$ cat src/rtl/contador_pkg.sv
// Shared definitions for the parametrised counter: MODO encodings and reset value.
package contador_pkg;

    localparam logic [2:0] MODO_UP        = 3'b000;
    localparam logic [2:0] MODO_DOWN      = 3'b001;
    localparam logic [2:0] MODO_DOWN_STEP = 3'b010;
    localparam logic [2:0] MODO_LOAD      = 3'b011;
    localparam logic [2:0] MODO_UP_STEP   = 3'b100;
    localparam logic [2:0] MODO_MOD       = 3'b101;

    localparam int unsigned RESET_VALUE = 0;

endpackage

$ cat src/rtl/contador_paso.sv
// Combinational next count and wrap flag for the current value, mode and limit.
module contador_paso
    import contador_pkg::*;
#(
    parameter int unsigned WIDTH = 4,
    parameter int unsigned STEP  = 3
) (
    input  logic [WIDTH-1:0] q_i,
    input  logic [2:0]       modo_i,
    input  logic [WIDTH-1:0] limit_i,
    output logic [WIDTH-1:0] next_o,
    output logic             wrap_o
);

    localparam logic [WIDTH-1:0] STEP_W = WIDTH'(STEP);

    // Extra MSB holds the carry (up modes) or borrow (down modes).
    logic [WIDTH:0] sum;

    always_comb begin
        sum    = '0;
        next_o = q_i;
        wrap_o = 1'b0;
        case (modo_i)
            MODO_UP: begin
                sum    = {1'b0, q_i} + {{WIDTH{1'b0}}, 1'b1};
                next_o = sum[WIDTH-1:0];
                wrap_o = sum[WIDTH];
            end
            MODO_DOWN: begin
                sum    = {1'b0, q_i} - {{WIDTH{1'b0}}, 1'b1};
                next_o = sum[WIDTH-1:0];
                wrap_o = sum[WIDTH];
            end
            MODO_DOWN_STEP: begin
                sum    = {1'b0, q_i} - {1'b0, STEP_W};
                next_o = sum[WIDTH-1:0];
                wrap_o = sum[WIDTH];
            end
            MODO_UP_STEP: begin
                sum    = {1'b0, q_i} + {1'b0, STEP_W};
                next_o = sum[WIDTH-1:0];
                wrap_o = sum[WIDTH];
            end
            MODO_MOD: begin
                if (q_i >= limit_i) begin
                    next_o = '0;
                    wrap_o = 1'b1;
                end else begin
                    next_o = q_i + WIDTH'(1);
                end
            end
            default: begin
                // Load and hold: no count, never a wrap.
                next_o = q_i;
                wrap_o = 1'b0;
            end
        endcase
    end

endmodule

$ cat src/rtl/contador_param.sv
// Parametrised counter/register: Q and RCO registers with reset, enable and
// carry-in qualification; TC is the unqualified wrap lookahead for cascading.
module contador_param
    import contador_pkg::*;
#(
    parameter int unsigned WIDTH = 4,
    parameter int unsigned STEP  = 3
) (
    input  logic             CLK,
    input  logic             RST_L,
    input  logic             ENB,
    input  logic             CI,
    input  logic [2:0]       MODO,
    input  logic [WIDTH-1:0] D,
    input  logic [WIDTH-1:0] LIMIT,
    output logic [WIDTH-1:0] Q,
    output logic             RCO,
    output logic             TC
);

    logic [WIDTH-1:0] q_q;
    logic             rco_q;
    logic [WIDTH-1:0] next_q;
    logic             wrap;

    contador_paso #(
        .WIDTH (WIDTH),
        .STEP  (STEP)
    ) u_paso (
        .q_i     (q_q),
        .modo_i  (MODO),
        .limit_i (LIMIT),
        .next_o  (next_q),
        .wrap_o  (wrap)
    );

    // Load needs only ENB; counting modes also need CI. Hold modes fall
    // through the step logic as next=Q, wrap=0.
    always_ff @(posedge CLK) begin
        if (!RST_L) begin
            q_q   <= WIDTH'(RESET_VALUE);
            rco_q <= 1'b0;
        end else begin
            rco_q <= 1'b0;
            if (ENB) begin
                if (MODO == MODO_LOAD) begin
                    q_q <= D;
                end else if (CI) begin
                    q_q   <= next_q;
                    rco_q <= wrap;
                end
            end
        end
    end

    assign Q   = q_q;
    assign RCO = rco_q;
    assign TC  = wrap;

endmodule

$ cat config.mk
export PLATFORM = sky130hd
export DESIGN_NAME = contador_param
export DESIGN_NICKNAME = d
export VERILOG_FILES = /design/src/rtl/contador_pkg.sv /design/src/rtl/contador_paso.sv /design/src/rtl/contador_param.sv
export SDC_FILE = /design/constraint.sdc
export NUM_CORES = 1
export LEC_CHECK = 0
export CAP_MARGIN = 0
export CELL_PAD_IN_SITES_DETAIL_PLACEMENT = 0
export CELL_PAD_IN_SITES_GLOBAL_PLACEMENT = 1
export CORE_AREA = 10 10 58 60
export CTS_CLUSTER_DIAMETER = 30
export DETAILED_ROUTE_END_ITERATION = 10
export DIE_AREA = 0 0 68 70
export PLACE_DENSITY = 0.81
export RECOVER_POWER = 100
export SYNTH_ARGS = -nofsm -noshare
export SYNTH_HDL_FRONTEND = slang
export SYNTH_HIERARCHICAL = 1
export SYNTH_SLANG_ARGS = --single-unit
$ cat constraint.sdc
create_clock -name CLK -period 5.3 [get_ports CLK]
set_input_delay 0.53 -clock CLK [delete_from_list [all_inputs] [get_ports CLK]]
set_output_delay 0.53 -clock CLK [all_outputs]
set_load 0.01 [all_outputs]
==> results of run 1 <==
-- flip-flops by register name, summed over array words and instances (netlist names) --
register and cells:
Q 4, RCO 1
-- layout make-up --
| cell class | count | area [um2] | share of cell area |
|---|---|---|---|
| Sequential cell | 5 | 100 | 0.0964 |
| Timing Repair Buffer | 20 | 200 | 0.193 |
| Clock buffer | 4 | 26.3 | 0.0253 |
| Inverter | 6 | 22.5 | 0.0217 |
| Tap cell | 30 | 37.5 | 0.0361 |
| Multi-Input combinational cell | 86 | 652 | 0.628 |
-- per-stage QoR --
step / cells / hold WS (ns) / utilization / worst slack [ns]
floorplan: 102 / 0.653 / - / 2.94
global placement: 147 / 0.777 / 0.446 / 2.13
detailed placement: 147 / 0.770 / 0.446 / 2.12
CTS: 151 / 0.778 / 0.457 / 2.06
global route: 151 / 0.810 / 0.443 / 1.44
finish: 151 / 0.768 / 0.443 / 1.66
-- layout by cell type (no fill, tap or decap), types with 5 or more instances in the layout --
cell type	instances
o21ai_0	7
dlygate4sd3_1	6
inv_1	6
clkdlybuf4s50_1	14
nor2_1	5
ha_1	6
dfxtp_1	5
nor3b_1	6
nand2_1	7
-- logic make-up (layout without fill, tap and decap cells) --
kind of cell	count (synthesis)	in the layout	share of synthesized area
AOI/OAI and AO/OA	28	28	0.245
xor gates and xnor gates	3	3	0.0316
adders and majority gates	6	6	0.0902
buffers and inverters	11	30	0.0571
DFF	5	5	0.120
muxes	2	2	0.0256
and+or+nand+nor	47	47	0.430
-- worst max-delay path: stages, from the launching register on --
cell and delay, ns:
dfxtp_1 0.56, inv_1 0.13, ha_1 0.30, nand2b_1 0.14
a2111oi_0 0.67, nor4_1 0.12, a211o_1 0.32, dlygate4sd3_1 0.62
-- worst min path at each step --
stage	from	end	cells past startpoint
after floorplan	RST_L	RCO	2
after global routing	Q[3]	Q[3]	2
after detailed placement	Q[3]	Q[3]	2
final	Q[3]	Q[3]	2
after global placement	Q[3]	Q[3]	2
after CTS	Q[3]	Q[3]	2
-- power groups by stage --
stage | combinational [mW] | sequential, mW | clock (mW)
after global placement | 0.0818 | 0.0502 | 0
after floorplan | 0.0574 | 0.0466 | 0
after detailed placement | 0.0831 | 0.0500 | 0
after CTS | 0.0837 | 0.0494 | 0.0467
final | 0.0749 | 0.0493 | 0.0443
after global routing | 0.0835 | 0.0503 | 0.0478
-- routing by layer --
layer,share of wire,GRT usage,vias to the layer above,routed length [um]
met1,0.44,0.112,406,972
met2,0.49,0.155,24,1100
met4,0.0054,0.0403,0,12
met3,0.064,0.0287,2,142
met5,0,0,-,0
li1,-,-,430,-
==> reports/results.tsv, run 1 <==
metric	value	unit
crit_required	4.77	ns
place.detailed.hpwl	1.69	mm
antennaDiodeCount	0	
routed_wl	2.23	mm
finalWeightedCongestion	0.770	
route.detailed.wl_per_inst	14.7	um
clkSlewWorstSetupHoldPaths	0.04	ns
num_vias	862	
cts_setup_buffers	0	
path_max_fanout	12	
synthMostInstantiatedCell	nand2_1	
cts_resized	0	
antenna_found_initial	0	
drive_above_1_share	0.107	
cts_tree	yes	
ys_top_cells_by_area	dfxtp_1 (12%), ha_1 (9.0%), nor4b_2 (7.2%)	
start_kind	register	
setup_viol	0	
rr_startpoint	Q[0]	
drtPass1Iterations	4	
die_w	68	um
yosysWarningCount	6	
synth-edff-count	0	
crit_path_start	Q[0]	
p_sw_frac	0.356	
core	0.00234	mm2
clock_sinks	5	
p_comb_frac	0.445	
synth_area_leader_cell	dfxtp_1	
timing.final.max_slew_violations	0	
r2r-end	Q[2]	
synthTopCellsByCount	nand2_1 (7), ha_1 (6), inv_1 (6), nor3b_1 (6), o21ai_0 (6)	
ys_types	39	
h-tree-depth	1	
avgSynthCellArea	8.16	um2
pwr-share-seq	0.293	
cp-end-kind	output port	
synth_top_cell_area_share	0.120	
start_util	0.355	
pwr_density_cell	162	mW/mm2
clock_latency	0.25	ns
synth-async-reset-ratio	0	
intPower	0.109	mW
synth_ff_type	dfxtp_1	
syn_area	832	um2
worstRegToRegCells	8	
overflow	0	
grt_max_degree	20	
ioPinCount	21	
fin_skew	0.00411	ns
drt_iter0_drc	19	
route.detailed.drc	0	
critPathKind	reg -> out	
p_clk_frac	0.263	
placed_area	0.00104	mm2
drv_cap	0	
final.setup.tns	0	ns
synth_seq_area_share	0.120	
io_buffer_count	20	
status	complete, no violations	
rrSetupSlack	2.42	ns
finalHoldViolations	0	
period_share	0.687	
fillers	256	
final_antenna_net_count	0	
final_area	0.00104	mm2
syn_inst	102	
power.total	0.169	mW
ir_drop	111	uV
nNetsFinal	143	
p_leak	0.403	nW
grt_pass1_vias	813	
rsz0062_at_grt	no	
grt_pass1_wl	3.75	mm
cp.arrival	3.11	ns
core.rowCount	18	
fin_crit	3.64	ns
worst_hold_path_type	reg -> reg	
track_usage	0.0959	
synth_nets	123	
ys_ff_latch	5	
die_y	70	um
vias_per_cell	5.71	
fp.dieArea	0.00476	mm2
hold_buffers	0	
worstSetupEndpoint	TC	
root_buffer	clkbuf_4	
fmax	0.275	GHz
area_growth	24.8	%
cts_buffers	3	
clockBufferDepth	2	
p_sw	0.0599	mW
relSlewSlack	0.515	
tightest_slew	0.710	ns
No activity file was read; power rests on OpenSTA's default activity.
==> run 2, diff against run 1 <==
Settings changed: CORE_AREA 10 10 58 60 to 10 10 60 62, DIE_AREA 0 0 68 70 to 0 0 70 72, PLACE_DENSITY 0.81 to 0.75.
Clock period 5.3 ns to 3.4 ns, I/O delays scaled along.
==> run 2 against run 1 <==
Flip-flop and latch count stayed put. Via count up 2.1%. Critical endpoint unchanged. Worst setup slack worse by 1.2 ns. Final cell count rose by 2.6%. Core utilization is 0.78 points higher. Total power increased by 66%. Die area up 5.9%. Sequential share of layout area down 0.52 points. Design area increased by 5.7%. Clock power rose by 60%. First-iteration DRC count increased to 2.6 times the previous value. Largest cell class unchanged. Register-to-register slack got worse by 1.2 ns.
==> reports/results.tsv, run 2 (synthesized netlist as in run 1, its figures left out) <==
metric	value	unit	change
clock_sinks	5		unchanged
root_buffer	clkbuf_4		
p_sw_frac	0.361		+0.00493
path_max_fanout	3		-9
h-tree-depth	1		unchanged
finalHoldViolations	0		unchanged
grt_pass1_vias	861		+5.9%
intPower	0.179	mW	+65%
num_vias	880		+2.1%
power.total	0.281	mW	+66%
place.detailed.hpwl	1.80	mm	+6.7%
nNetsFinal	147		+2.8%
p_sw	0.101	mW	+69%
core.rowCount	18		unchanged
cpPeakStageDelay	0.61	ns	-0.06 ns
drtPass1Iterations	4		unchanged
clock_latency	0.24	ns	about the same
final_antenna_net_count	0		unchanged
clockBufferDepth	2		unchanged
fillers	241		-5.9%
cts_setup_buffers	0		unchanged
cts_buffers	3		unchanged
cts_tree	yes		
overflow	0		unchanged
routed_wl	2.34	mm	+4.8%
setup_viol	0		unchanged
cts_resized	0		unchanged
final_common_cell	clkdlybuf4s50_1		
path_buf_inv	2		unchanged
cp_slowest_cell	dlygate4sd3_1		
crit_required	3.06	ns	-1.71 ns
grt_pass1_wl	4.26	mm	+14%
p_leak	0.429	nW	+6.5%
fin_skew	0.00389	ns	-0.000225 ns
die_y	72	um	+2.9%
track_usage	0.0980		+0.00211
finalWeightedCongestion	0.793		+3.0%
route.detailed.drc	0		unchanged
drv_cap	0		unchanged
worst_hold_path_type	in -> reg		
grt_max_degree	16		-20%
drt_iter0_drc	50		+31
p_comb_frac	0.495		+0.050
clkSlewWorstSetupHoldPaths	0.04	ns	about the same
start_kind	primary input		
final_cell_mix	clkdlybuf4s50_1 (14), o21ai_0 (8), nand2_1 (7)		
largest_reg_flops	4		unchanged
critPathKind	in -> out		
route.detailed.wl_per_inst	15.1	um	+2.1%
timing.final.max_slew_violations	0		unchanged
core	0.00243	mm2	+3.8%
tightest_slew	0.646	ns	-0.0639 ns
antenna_found_initial	0		unchanged
io_buffer_count	20		unchanged
ir_drop	219	uV	+97%
period_share	0.856		
antennaDiodeCount	0		unchanged
pwr-share-seq	0.253		-0.040
die_w	70	um	+2.9%
vias_per_cell	5.68		-0.55%
area_growth	31.9	%	
fp.dieArea	0.00504	mm2	+5.9%
cp.arrival	2.57	ns	-0.54 ns
start_util	0.342		-0.0132
final_util	0.451		+0.00776
p_clk_frac	0.252		-0.011
drive_above_1_share	0.152		+0.0446
fmax	0.344	GHz	
relSlewSlack	0.569		+0.0549
final.setup.tns	0	ns	unchanged
pwr_density_cell	256	mW/mm2	+58%
critPathTopFamily	buffers and inverters		
fin_crit	2.91	ns	
crit_chain	clkdlybuf4s50_1 -> ha_1 -> nand2b_4 -> a2111oi_4 -> nor4_1 -> a211o_1 -> dlygate4sd3_1		
ioPinCount	21		unchanged
rsz0062_at_grt	no		
hold_buffers	0		unchanged
status	complete, no violations		
cp-end-kind	output port		
## run 2: cell count changes in the layout (fill, tap and decap cells not counted), sizes merged
cell	previous run	this run
buf	0	3
clkbuf	4	5
## run 2: through the flow
stage	hold WS [ns]	area, um2	cells	worst slack, ns
after CTS	0.752	1100	155	0.595
after floorplan	0.463	832	102	1.23
after global placement	0.765	1070	151	0.606
after detailed placement	0.774	1070	151	0.606
after global routing	0.772	1100	155	0.418
final	0.750	1100	155	0.491
## run 2: routing by layer
metal	global-route usage	part of all wire	wire, um
met1	0.128	0.48	1120
met2	0.148	0.44	1030
met4	0.0351	0.0060	14
met5	0	0	0
met3	0.0286	0.070	164
## run 2: path summary, 6_finish.rpt
path / depth (start not counted) / slack [ns] / start / endpoint
setup / recovery: 7 / 0.49 / LIMIT[0] / TC
hold / removal: 3 / 0.75 / RST_L / RCO
setup reg to reg: 6 / 1.22 / Q[1] / Q[1]
hold reg to reg: 2 / 0.79 / Q[3] / Q[3]
## run 2: tightest hold or removal path, delay by kind of cell
kind / cells / cell delay, ns
simple gates: 2 / 0.13
buf+inv: 1 / 0.48
## run 2: power by group through the flow
stage | Clock (mW) | Combinational, mW | Sequential (mW)
final | 0.0708 | 0.139 | 0.0709
after global routing | 0.0780 | 0.155 | 0.0720
after CTS | 0.0739 | 0.143 | 0.0710
after detailed placement | 0 | 0.142 | 0.0720
after global placement | 0 | 0.140 | 0.0720
after floorplan | 0 | 0.0895 | 0.0726
## run 2: cell type report
class	instances	area [um2]	share of cell area
timing repair buffer	24	226	0.206
inverter	6	22.5	0.0205
clock buffer	4	26.3	0.0239
tap	30	37.5	0.0342
multi-input combinational	86	684	0.624
sequential	5	100	0.0912
